<file path="src/rtl/alarm_ctrl_pkg.sv">
// Shared definitions for the alarm scheduler: state encodings, CPU register
// map, CTRL bit positions and a BCD-to-binary helper.
package alarm_ctrl_pkg;

  // State encodings are visible to the CPU through STATUS[1:0].
  typedef enum logic [1:0] {
    ST_DISABLED = 2'd0,
    ST_ARMED    = 2'd1,
    ST_RINGING  = 2'd2,
    ST_SNOOZE   = 2'd3
  } state_t;

  // CPU register window.
  localparam logic [1:0] ADDR_ALARM_H = 2'd0;
  localparam logic [1:0] ADDR_ALARM_M = 2'd1;
  localparam logic [1:0] ADDR_CTRL    = 2'd2;
  localparam logic [1:0] ADDR_STATUS  = 2'd3;

  // CTRL write bits: enable is stored, snooze/stop are one-shot commands.
  localparam int CTRL_ENABLE_BIT = 0;
  localparam int CTRL_SNOOZE_BIT = 1;
  localparam int CTRL_STOP_BIT   = 2;

  // Largest legal alarm values; writes above these are dropped.
  localparam logic [5:0] MAX_HOUR = 6'd23;
  localparam logic [5:0] MAX_MIN  = 6'd59;

  // Two BCD digits to binary (tens*10 + ones).
  function automatic logic [5:0] bcd_to_bin(input logic [3:0] tens, input logic [3:0] ones);
    return 6'(tens) * 6'd10 + 6'(ones);
  endfunction

endpackage

</file>
<file path="src/rtl/alarm_prescaler.sv">
// Ring-duration timer: a clock prescaler feeding a seconds counter. Both
// counters clear on clr, advance only while en is high, and hold otherwise.
module alarm_prescaler #(
  parameter int CLK_PER_SEC = 50000000,
  parameter int RING_SEC    = 60
) (
  input  logic clk,
  input  logic rst,
  input  logic clr,
  input  logic en,
  output logic done
);

  localparam int PW = (CLK_PER_SEC > 1) ? $clog2(CLK_PER_SEC) : 1;
  localparam int SW = $clog2(RING_SEC + 1);

  localparam logic [PW-1:0] PRE_LAST = PW'(CLK_PER_SEC - 1);
  localparam logic [PW-1:0] PRE_ONE  = PW'(1);
  localparam logic [SW-1:0] SEC_LAST = SW'(RING_SEC - 1);
  localparam logic [SW-1:0] SEC_ONE  = SW'(1);

  logic [PW-1:0] pre_cnt_q, pre_cnt_d;
  logic [SW-1:0] sec_cnt_q, sec_cnt_d;
  logic          pre_wrap;

  assign pre_wrap = (pre_cnt_q == PRE_LAST);

  // done marks the cycle whose edge makes sec_cnt reach RING_SEC, so the
  // caller leaves RINGING on exactly that edge rather than one cycle late.
  assign done = en && pre_wrap && (sec_cnt_q == SEC_LAST);

  // Next-count logic: clear wins, otherwise count only when enabled.
  always_comb begin
    pre_cnt_d = pre_cnt_q;
    sec_cnt_d = sec_cnt_q;
    if (clr) begin
      pre_cnt_d = '0;
      sec_cnt_d = '0;
    end else if (en) begin
      if (pre_wrap) begin
        pre_cnt_d = '0;
        sec_cnt_d = sec_cnt_q + SEC_ONE;
      end else begin
        pre_cnt_d = pre_cnt_q + PRE_ONE;
      end
    end
  end

  // Counter registers.
  always_ff @(posedge clk) begin
    if (rst) begin
      pre_cnt_q <= '0;
      sec_cnt_q <= '0;
    end else begin
      pre_cnt_q <= pre_cnt_d;
      sec_cnt_q <= sec_cnt_d;
    end
  end

endmodule

</file>
<file path="src/rtl/alarm_ctrl.sv">
// Alarm scheduler beside the time-of-day timer. Compares the BCD time with a
// CPU-programmed alarm and sequences DISABLED/ARMED/RINGING/SNOOZE, driving
// ring while RINGING. CPU access is a 4-register window.
module alarm_ctrl #(
  parameter int CLK_PER_SEC = 50000000,
  parameter int RING_SEC    = 60,
  parameter int SNOOZE_MIN  = 5
) (
  input  logic       clk,
  input  logic       rst,
  input  logic [1:0] hour1,
  input  logic [3:0] hour0,
  input  logic [2:0] min1,
  input  logic [3:0] min0,
  input  logic       sel,
  input  logic [1:0] address,
  input  logic       write_en,
  input  logic [5:0] data_in,
  output logic [5:0] data_out,
  output logic       ring
);

  import alarm_ctrl_pkg::*;

  localparam int NW = $clog2(SNOOZE_MIN + 1);
  localparam logic [NW-1:0] SNZ_LOAD = NW'(SNOOZE_MIN);
  localparam logic [NW-1:0] SNZ_ONE  = NW'(1);

  logic [4:0]    alarm_h_q, alarm_h_d;
  logic [5:0]    alarm_m_q, alarm_m_d;
  logic          enable_q, enable_d;
  state_t        state_q, state_d;
  logic [NW-1:0] snz_cnt_q, snz_cnt_d;
  logic          match_q;
  logic [3:0]    min0_q;
  logic          valid_q;

  logic [5:0] hour_bin, min_bin;
  logic       match, fire, min_tick;
  logic       reg_wr, ctrl_wr, snooze_cmd, stop_cmd;
  logic       ringing, ring_start, ring_done;

  // Binary view of the displayed time. Compared at 6 bits so that the
  // 5-bit alarm hour needs no truncation of the converted value.
  assign hour_bin = bcd_to_bin({2'b00, hour1}, hour0);
  assign min_bin  = bcd_to_bin({1'b0, min1}, min0);

  assign match    = (hour_bin == {1'b0, alarm_h_q}) && (min_bin == alarm_m_q);
  // Only the rising edge of match rings, so enabling mid-minute stays quiet.
  assign fire     = valid_q && match && !match_q;
  assign min_tick = valid_q && (min0 != min0_q);

  // Commands act in the same cycle they are written.
  assign reg_wr     = sel && write_en;
  assign ctrl_wr    = reg_wr && (address == ADDR_CTRL);
  assign snooze_cmd = ctrl_wr && data_in[CTRL_SNOOZE_BIT];
  assign stop_cmd   = ctrl_wr && data_in[CTRL_STOP_BIT];

  assign ringing    = (state_q == ST_RINGING);
  assign ring_start = (state_d == ST_RINGING) && !ringing;
  assign ring       = ringing;

  // CPU register writes; out-of-range alarm values leave the register alone.
  always_comb begin
    alarm_h_d = alarm_h_q;
    alarm_m_d = alarm_m_q;
    enable_d  = enable_q;
    if (reg_wr) begin
      case (address)
        ADDR_ALARM_H: if (data_in <= MAX_HOUR) alarm_h_d = data_in[4:0];
        ADDR_ALARM_M: if (data_in <= MAX_MIN)  alarm_m_d = data_in;
        ADDR_CTRL:    enable_d = data_in[CTRL_ENABLE_BIT];
        default:      ;
      endcase
    end
  end

  // Next state: disable overrides all, then stop > snooze > timeout > fire/expiry.
  always_comb begin
    state_d   = state_q;
    snz_cnt_d = snz_cnt_q;
    if (!enable_q) begin
      state_d = ST_DISABLED;
    end else begin
      case (state_q)
        ST_DISABLED: state_d = ST_ARMED;
        ST_ARMED:    if (fire) state_d = ST_RINGING;
        ST_RINGING: begin
          if (stop_cmd) begin
            state_d = ST_ARMED;
          end else if (snooze_cmd) begin
            state_d   = ST_SNOOZE;
            snz_cnt_d = SNZ_LOAD;
          end else if (ring_done) begin
            state_d = ST_ARMED;
          end
        end
        ST_SNOOZE: begin
          if (stop_cmd) begin
            state_d = ST_ARMED;
          end else if (min_tick) begin
            snz_cnt_d = snz_cnt_q - SNZ_ONE;
            if (snz_cnt_q == SNZ_ONE) state_d = ST_RINGING;
          end
        end
        default: state_d = ST_DISABLED;
      endcase
    end
  end

  // All state of the block, including the edge detectors and start-up flag.
  always_ff @(posedge clk) begin
    if (rst) begin
      alarm_h_q <= '0;
      alarm_m_q <= '0;
      enable_q  <= 1'b0;
      state_q   <= ST_DISABLED;
      snz_cnt_q <= '0;
      match_q   <= 1'b0;
      min0_q    <= '0;
      valid_q   <= 1'b0;
    end else begin
      alarm_h_q <= alarm_h_d;
      alarm_m_q <= alarm_m_d;
      enable_q  <= enable_d;
      state_q   <= state_d;
      snz_cnt_q <= snz_cnt_d;
      match_q   <= match;
      min0_q    <= min0;
      valid_q   <= 1'b1;
    end
  end

  // CPU read mux; reads as zero when not selected.
  always_comb begin
    data_out = 6'd0;
    if (sel) begin
      case (address)
        ADDR_ALARM_H: data_out = {1'b0, alarm_h_q};
        ADDR_ALARM_M: data_out = alarm_m_q;
        ADDR_CTRL:    data_out = {5'b0, enable_q};
        ADDR_STATUS:  data_out = {3'b0, (state_q == ST_SNOOZE), state_q};
        default:      data_out = 6'd0;
      endcase
    end
  end

  alarm_prescaler #(
    .CLK_PER_SEC (CLK_PER_SEC),
    .RING_SEC    (RING_SEC)
  ) u_prescaler (
    .clk  (clk),
    .rst  (rst),
    .clr  (ring_start),
    .en   (ringing),
    .done (ring_done)
  );

endmodule

</file>
<file path="config.mk">
export PLATFORM = sky130hd
export DESIGN_NAME = alarm_ctrl
export DESIGN_NICKNAME = d
export VERILOG_FILES = /design/src/rtl/alarm_ctrl_pkg.sv /design/src/rtl/alarm_prescaler.sv /design/src/rtl/alarm_ctrl.sv
export SDC_FILE = /design/constraint.sdc
export NUM_CORES = 1
export LEC_CHECK = 0
export CORE_ASPECT_RATIO = 0.6
export CORE_MARGIN = 2
export CORE_UTILIZATION = 55
export DETAILED_ROUTE_END_ITERATION = 10
export GPL_TIMING_DRIVEN = 0
export PLACE_DENSITY = 0.77
export SYNTH_ARGS = -nofsm -noshare
export SYNTH_HDL_FRONTEND = slang
export SYNTH_HIERARCHICAL = 1
export SYNTH_SLANG_ARGS = --single-unit
</file>
<file path="constraint.sdc">
create_clock -name clk -period 6.1 [get_ports clk]
set_clock_uncertainty 0.05 [all_clocks]
set_input_delay 1.22 -clock clk [delete_from_list [all_inputs] [get_ports clk]]
set_output_delay 1.22 -clock clk [all_outputs]
set_load 0.1 [all_outputs]
</file>
==> results of run 1 <==
-- stage by stage --
| step | hold WS [ns] | utilization | worst slack (ns) | total power [mW] |
|---|---|---|---|---|
| global route | 0.453 | 0.665 | 1.02 | 0.734 |
| detailed placement | 0.421 | 0.645 | 1.10 | 0.458 |
| global placement | 0.410 | 0.645 | 1.09 | 0.456 |
| floorplan | 0.400 | - | 1.40 | 0.424 |
| CTS | 0.435 | 0.665 | 1.44 | 0.709 |
| finish | 0.434 | 0.665 | 1.41 | 0.704 |
-- cell usage after synthesis (2+ instances only) --
| cell | count |
|---|---|
| a2111oi_0 | 2 |
| a211oi_1 | 2 |
| a21o_1 | 2 |
| a21oi_1 | 20 |
| a22oi_1 | 2 |
| a31oi_1 | 6 |
| a41oi_1 | 2 |
| and3_1 | 5 |
| and4_1 | 9 |
| buf_2 | 4 |
| clkbuf_1 | 8 |
| dfxtp_1 | 55 |
| fa_1 | 2 |
| ha_1 | 13 |
| inv_1 | 20 |
| mux2i_1 | 10 |
| nand2_1 | 23 |
| nand3_1 | 14 |
| nand3b_1 | 2 |
| nand4_1 | 12 |
| nand4b_1 | 4 |
| nor2_1 | 34 |
| nor2b_1 | 9 |
| nor3_1 | 5 |
| nor4_1 | 3 |
| o211a_1 | 3 |
| o211ai_1 | 2 |
| o21a_1 | 3 |
| o21ai_0 | 15 |
| o221a_2 | 5 |
| o31ai_1 | 11 |
| or2_2 | 2 |
| or3_1 | 7 |
| or4_1 | 15 |
| xnor2_1 | 11 |
| xnor3_1 | 2 |
| xor2_1 | 9 |
-- power by group through the flow --
stage / Sequential [mW] / Combinational, mW / Clock (mW)
after floorplan: 0.374 / 0.0498 / 0
after global placement: 0.375 / 0.0810 / 0
after detailed placement: 0.375 / 0.0827 / 0
after CTS: 0.367 / 0.0831 / 0.260
after global routing: 0.367 / 0.0913 / 0.275
final: 0.367 / 0.0842 / 0.253
-- worst max path at each step --
stage | endpoint | slack [ns]
finish | u_prescaler/pre_cnt_q[2] | 1.41
global route | u_prescaler/pre_cnt_q[24] | 1.02
CTS | u_prescaler/pre_cnt_q[9] | 1.44
detailed placement | u_prescaler/pre_cnt_q[2] | 1.10
global placement | u_prescaler/pre_cnt_q[5] | 1.09
floorplan | u_prescaler/pre_cnt_q[24] | 1.40
-- state kept, by name, summed over array words and instances, names as in the netlist, 2 cells and up --
| name | cells |
|---|---|
| u_prescaler/pre_cnt_q | 26 |
| min0_q | 4 |
| alarm_h_q | 5 |
| alarm_m_q | 6 |
| u_prescaler/sec_cnt_q | 6 |
| state_q | 2 |
| snz_cnt_q | 3 |
-- kinds of logic (layout without fill, tap and decap cells) --
logic type	count (synthesis)	count (layout)
adders and majority gates	15	15
buffers and inverters	33	70
muxes	12	12
AOI/OAI and AO/OA	84	84
and+or+nand+nor	151	151
DFF	55	55
xor gates and xnor gates	23	23
-- worst register-to-register path: cells and delay by family, from the launching register on --
family	cells	cell delay [ns]
compound gates	4	0.79
simple gates	5	2.21
flops	1	0.50
buf+inv	5	1.06
-- final cells by class --
| cell class | count | area [um2] | share of cell area |
|---|---|---|---|
| multi-input combinational | 285 | 2010 | 0.536 |
| sequential | 55 | 1100 | 0.293 |
| timing repair buffer | 29 | 290 | 0.0772 |
| tap | 80 | 100 | 0.0266 |
| clock buffer | 6 | 82.6 | 0.0220 |
| inverter | 20 | 75.1 | 0.0200 |
| buffer | 13 | 61.3 | 0.0163 |
| clock inverter | 2 | 35.0 | 0.00932 |
-- metal layers --
layer  wire length [um]  vias to the layer above
li1                   -                     1477
met1               4230                     1366
met2               2970                       96
met3                609                        8
met4                 74                        0
met5                  0                        -
==> impl_metrics.toml, run 1 <==
[drt]
routed_via_density = 6.01
dr.pass1.iters = 5
vias = 2947
route.detailed.drc = 0
ant_nets = 0
wirelength_um = 7880
drt_iter0_drc = 185
avgRoutedWirePerCell_um = 16.1

[logic_synthesis]
synth_edf_count = 0
yosys_warnings = 6
syn_nets = 413
synth-seq-cells = 55
syn_inst = 373
synth_cell_types = 57
postSynthAreaPerCell_um2 = 8.71
synth-xor-area-share = 0.0751
synth-compound-area-share = 0.180
ys_top_cells_by_area = "dfxtp_1, ha_1, nor2_1"
seq_area_frac_synth = 0.339
async_flop_share = 0
syn_area_mm2 = 0.00325
synth-simple-area-share = 0.261
synth_flop_cell = "dfxtp_1"
synth_top_family_by_area = "simple AND/OR/NAND/NOR gates"
synth_top_area_frac = 0.339
yosysTopAreaCell = "dfxtp_1"
yosys-mux-area-fraction = 0.0412
synthAdderAreaFrac = 0.0624

[global_route]
antenna_found_initial = 0
grt_use_met1 = 0.421
grt_overflow = 0
grt_pass1_vias = 2638
gr-usage-met2 = 0.325
grt_usage = 0.255
grt_max_degree = 17
met3_usage = 0.0588
grt_pass1_wl_um = 13000
busiest_layer = "met1"

[setup_path]
cp_num_buf_inv = 2
critPathMaxFanout = 10
cp-start-kind = "primary input"
arrival_ns = 4.85
required_ns = 6.26
crit_type = "in -> reg"
r2r_slack_ns = 1.42
reg2reg_from = "state_q[1]"
max_stage_delay_ns = 0.48
startpoint = "min1[0]"
cp.depth = 12
end_kind = "flip-flop"
cpLargestDelayFamily = "compound AO/OA/AOI/OAI gates"
worstPathCellList = "clkdlybuf4s50_1 -> ha_1 -> ha_1 -> and3_1 -> or3_1 -> a211o_1 -> a2111o_1 -> a2111oi_2 -> nor2_1 -> o21ai_2 -> buf_2 -> nor2_1"
critPathSlowestCell = "clkdlybuf4s50_1"
crit-reg2reg-capture = "u_prescaler/pre_cnt_q[24]"
r2r_cells = 14

[pwr]
ir_drop_v = 0.000140
clock_power_share = 0.359
p_int_mw = 0.537
pwr-share-comb = 0.120
power_leakage_nw = 1.33
swShare = 0.237
power_density_mw_per_mm2 = 187
p_switching_mw = 0.167
seqPwrFrac = 0.521

[cts]
cts_buffers = 5
path_clk_slew_ns = 0.10
htreeDepth = 2
clockBufferDepth = 2
ctsHoldBuffers = 0
cts_tree = "yes"
postCtsSetupBuffers = 0
cts.sinks = 55
postCtsResizedCells = 0
cts-root-buf = "clkbuf_8"
clock_latency_ns = 0.31

[timing]
fmax_mhz = 213
fin_crit_ns = 4.69
hold_violations = 0
fin_tns_setup_ns = 0
setup_violations = 0
finalCritPeriodShare = 0.769
drv_slew = 0
rsz0062_at_grt = "no"
worst_pin_slew_ns = 0.970
slew_headroom = 0.351

[finish]
layout_commonest_cell = "dfxtp_1"
diodes = 0
layout-drive-gt1-share = 0.0585
nets = 449
n_fill_cell = 468
fin_area_mm2 = 0.00376
stdcell_count = 490
syn2layout_area_growth_pct = 15.6
final_cell_mix = "dfxtp_1, nor2_1, clkdlybuf4s50_1"

[placement]
place_hpwl_um = 6080
numPlacedInstances = 482
portBuffers = 29
dpl_cell_area_mm2 = 0.00364
gp_congestion = 0.864

[hold_path]
hold_end = "snz_cnt_q[1]"
hold_depth = 2
min_path_type = "reg -> reg"
hp-start = "snz_cnt_q[1]"

[job]
cap_violations = 0

[floorplanning]
start_util = 0.575
die_w_um = 103
rows = 21
ios = 32
coreArea_mm2 = 0.00565
die_h_um = 63.6
design.die.area_mm2 = 0.00656

[outcome]
status = "finished, final reports clean"
Note: power is estimated with default switching activity, not from simulation.
==> inputs of run 2 (changes only) <==
CORE_UTILIZATION = 52   (was 55)
clock period = 4.2 ns   (was 6.1 ns; I/O delays follow)
==> run 2 against run 1 <==
  * Core utilization shrank 3.5 points
  * Largest cell class unchanged
  * Highest routed layer unchanged
  * Via count grew 1.7%
  * Critical path depth is the same
==> impl_metrics.toml, run 2 (same netlist as run 1, synthesis figures left out) <==
[placement]
gp_congestion = 0.888
portBuffers = 29
dp_slack_ns = -0.493
numPlacedInstances = 486
place_hpwl_um = 6180

[setup_path]
required_ns = 4.35
path_common_cell = "ha_4"
cp-start-kind = "primary input"
worstPathCellList = "clkdlybuf4s50_1 -> ha_4 -> ha_4 -> and3_1 -> or3_1 -> a211o_1 -> a2111o_1 -> a2111oi_4 -> or2_4 -> nor4_1 -> a41oi_1 -> o21ai_0"
critPathSlowestCell = "clkdlybuf4s50_1"
r2r_cells = 13
arrival_ns = 4.15
critPathMaxFanout = 4
crit_type = "in -> reg"
r2r_slack_ns = 0.51
reg2reg_from = "state_q[1]"
end_kind = "flip-flop"
crit-reg2reg-capture = "u_prescaler/pre_cnt_q[20]"
max_stage_delay_ns = 0.57

[finish]
layout_commonest_cell = "dfxtp_1"
nets = 449
top_register = "u_prescaler/pre_cnt_q"
n_fill_cell = 519
final_cell_mix = "dfxtp_1, nor2_1, clkdlybuf4s50_1"
syn2layout_area_growth_pct = 18.0
diodes = 0
largest_registers = "u_prescaler/pre_cnt_q (26), alarm_m_q (6), u_prescaler/sec_cnt_q (6)"
stdcell_count = 494
layout-drive-gt1-share = 0.0805
largest_register_ffs = 26

[floorplanning]
rows = 22
start_util = 0.534
coreArea_mm2 = 0.00608
ios = 32
die_h_um = 65.2
design.die.area_mm2 = 0.00692
die_w_um = 106

[timing]
fmax_mhz = 250
rsz0062_at_grt = "no"
worst_pin_slew_ns = 0.982
fin_crit_ns = 4.01
finalCritPeriodShare = 0.954
setup_violations = 0
fin_ws_ns = 0.192
slew_headroom = 0.343
hold_violations = 0
drv_slew = 0

[drt]
ant_nets = 0
dr.pass1.iters = 4
routed_via_density = 6.07
wirelength_um = 7990
vias = 2998
drt_iter0_drc = 203
avgRoutedWirePerCell_um = 16.2
route.detailed.drc = 0

[cts]
clock_latency_ns = 0.30
cts_buffers = 5
cts.sinks = 55
cts-root-buf = "clkbuf_8"
ctsHoldBuffers = 0
path_clk_slew_ns = 0.09
cts_tree = "yes"
htreeDepth = 2
clockBufferDepth = 2

[pwr]
power_mw = 0.947
power_density_mw_per_mm2 = 247
power_leakage_nw = 1.34
ir_drop_v = 0.000174

[global_route]
grt_usage = 0.251
grt_pass1_wl_um = 13800
antenna_found_initial = 0
grt_max_degree = 16
grt_overflow = 0
grt_pass1_vias = 2788

[job]
cap_violations = 0

[hold_path]
min_path_type = "reg -> reg"
hp-start = "snz_cnt_q[1]"
hold_end = "snz_cnt_q[1]"
hold_depth = 2

[outcome]
status = "finished, final reports clean"
[run 2: cell count changes in the layout (fill, tap and decap cells not counted), sizes merged]
cell,change
buf,+1
bufinv,-1
[run 2: worst max-delay path by stage]
stage,start,endpoint,cells past startpoint
after floorplan,state_q[1],u_prescaler/pre_cnt_q[24],14
after global placement,min1[0],u_prescaler/pre_cnt_q[5],12
after detailed placement,min1[0],u_prescaler/pre_cnt_q[5],12
after CTS,state_q[1],u_prescaler/pre_cnt_q[20],14
after global routing,min1[0],u_prescaler/pre_cnt_q[20],12
final,min1[0],u_prescaler/pre_cnt_q[20],12
[run 2: timing repair]
item	in CTS	in global routing
endpoints found under the hold margin	0	0
buffers inserted	0	1
resized for setup	7	10
setup endpoints to repair	30	31
cloned	0	0
pin swaps	0	7
[run 2: where the power goes]
| part | total, mW | internal (mW) | switching (mW) |
|---|---|---|---|
| combinational | 0.131 | 0.0653 | 0.0661 |
| clock | 0.283 | 0.118 | 0.165 |
| sequential | 0.533 | 0.527 | 0.00564 |
[run 2: metrics by stage]
stage / cell area, um2 / util / hold slack, ns / TNS, ns
after floorplan: 3260 / - / 0.400 / 0
after global placement: 3650 / 0.601 / 0.411 / -8.55
after detailed placement: 3650 / 0.601 / 0.421 / -10.76
after CTS: 3770 / 0.620 / 0.431 / 0
after global routing: 3830 / 0.630 / 0.447 / 0
final: 3830 / 0.630 / 0.435 / 0
[run 2: metal layers]
metal	wire length (um)	track usage	vias up
met5	0	0	-
met4	42	0.0428	0
met3	441	0.0387	4
met2	3150	0.353	81
met1	4360	0.402	1442
li1	-	-	1471
[run 2: critical path, delay by kind of cell]
family                     cells  cell delay [ns]
adders and majority gates      2             0.47
AOI/OAI and AO/OA              5             1.51
and+or+nand+nor                4             0.77
buffers and inverters          1             0.57
[run 2: final cells by class]
cell class	instances	area (um2)	area share
buffer	12	66.3	0.0173
clock buffer	7	76.3	0.0199
clock inverter	1	5.00	0.00131
inverter	20	75.1	0.0196
multi-input combinational	285	2110	0.550
sequential	55	1100	0.287
tap	84	105	0.0274
timing repair buffer	30	298	0.0777
==> inputs of run 3 (changes only) <==
CORE_UTILIZATION = 55   (was 52)
DONT_BUFFER_PORTS = 1   (was unset)
PLACE_DENSITY = 0.73   (was 0.77)
==> run 3 against run 2 <==
  * Sequential share of layout area up 2.5 points
  * Cell count down 5.9%
  * Critical path depth unchanged
  * Worst setup slack better by 0.073 ns
  * Total power down 3.4%
  * Via count down 3.8%
  * Critical endpoint is now u_prescaler/pre_cnt_q[22]
==> impl_metrics.toml, run 3 (same netlist as run 1, synthesis figures left out) <==
[drt]
ant_nets = 0
vias = 2884
wirelength_um = 7510
avgRoutedWirePerCell_um = 16.2
drt_iter0_drc = 209
route.detailed.drc = 0
dr.pass1.iters = 5
routed_via_density = 6.20

[pwr]
power_density_mw_per_mm2 = 259
power_mw = 0.915
ir_drop_v = 0.000155
power_leakage_nw = 1.24

[timing]
hold_violations = 0
fin_crit_ns = 3.94
slew_headroom = 0.292
drv_slew = 0
worst_pin_slew_ns = 1.06
rsz0062_at_grt = "no"
setup_violations = 0
finalCritPeriodShare = 0.937
fmax_mhz = 254
fin_ws_ns = 0.265

[floorplanning]
coreArea_mm2 = 0.00565
start_util = 0.575
die_w_um = 103
ios = 32
rows = 21
design.die.area_mm2 = 0.00656
die_h_um = 63.6

[cts]
clockBufferDepth = 2
clock_latency_ns = 0.32
cts_tree = "yes"
htreeDepth = 2
cts.sinks = 55
ctsHoldBuffers = 0
cts-root-buf = "clkbuf_8"
cts_buffers = 5
path_clk_slew_ns = 0.10

[finish]
final_cell_mix = "dfxtp_1, nor2_1, nand2_1"
ff_latch_area_mm2 = 0.00110
top_register = "u_prescaler/pre_cnt_q"
utilization = 0.626
stdcell_count = 465
layout_commonest_cell = "dfxtp_1"
syn2layout_area_growth_pct = 8.78
multi_input_area_mm2 = 0.00207
nets = 424
largest_registers = "u_prescaler/pre_cnt_q (26), alarm_m_q (6), u_prescaler/sec_cnt_q (6)"
largest_register_ffs = 26
n_fill_cell = 485
layout-drive-gt1-share = 0.106
diodes = 0

[outcome]
status = "finished, final reports clean"

[placement]
dp_slack_ns = -0.686
place_hpwl_um = 5800
portBuffers = 0
gp_congestion = 0.889
numPlacedInstances = 453

[global_route]
grt_overflow = 0
grt_usage = 0.247
antenna_found_initial = 0
grt_pass1_vias = 2585
grt_pass1_wl_um = 12600
grt_max_degree = 17

[hold_path]
min_path_type = "reg -> reg"

[setup_path]
end_kind = "flip-flop"
arrival_ns = 4.12
crit_type = "reg -> reg"
required_ns = 4.38
critPathMaxFanout = 10
cp-start-kind = "flip-flop"

[job]
cap_violations = 0
run 3: worst paths after layout:
check	startpoint	to	slack [ns]	cells past startpoint
worst min-delay path	snz_cnt_q[1]	snz_cnt_q[1]	0.43	2
worst max register to register	state_q[1]	u_prescaler/pre_cnt_q[22]	0.26	12
worst max-delay path	state_q[1]	u_prescaler/pre_cnt_q[22]	0.26	12
worst min register to register	snz_cnt_q[1]	snz_cnt_q[1]	0.43	2
run 3: what timing repair did:
item	4_1_cts	5_1_grt
pin swaps	2	1
endpoints found under the setup margin	32	31
resized for setup	7	3
setup buffers	0	5
run 3: routing by layer:
| metal | vias to the layer above | GRT usage | routed length, um |
|---|---|---|---|
| li1 | 1433 | - | - |
| met1 | 1342 | 0.408 | 4060 |
| met2 | 102 | 0.309 | 2770 |
| met3 | 7 | 0.0610 | 631 |
| met4 | 0 | 0.0592 | 50 |
| met5 | - | 0 | 0 |
run 3: stage by stage:
stage                     instance area, um2  hold WS, ns  setup TNS (ns)
after global routing                    3540        0.451               0
final                                   3540        0.427               0
after CTS                               3480        0.430               0
after global placement                  3360        0.411          -15.29
after floorplan                         3260        0.400               0
after detailed placement                3370        0.418          -17.31
run 3: area by class of cell:
cell class / instances / share of cell area
multi-input cells: 285 / 0.585
flip-flops and latches: 55 / 0.312
well taps: 80 / 0.0283
inverters: 20 / 0.0212
clock buffers: 6 / 0.0205
plain buffers: 12 / 0.0191
repair buffers: 5 / 0.0106
clock inverters: 2 / 0.00354
run 3: critical path: stages, from the launching register on:
cell	delay, ns
dfxtp_2	0.42
inv_1	0.11
nor2_4	0.57
clkbuf_8	0.29
nand4_1	0.23
or4_4	0.55
nor4_4	0.31
inv_1	0.09
a32oi_2	0.26
a2111oi_2	0.10
or2_2	0.38
clkbuf_1	0.25
a211oi_1	0.24
run 3: report_power, final:
part / leakage [nW] / switching, mW / internal [mW]
Sequential: 0.445 / 0.00581 / 0.527
Combinational: 0.757 / 0.0514 / 0.0420
Clock: 0.0412 / 0.171 / 0.117
Total: 1.24 / 0.228 / 0.686
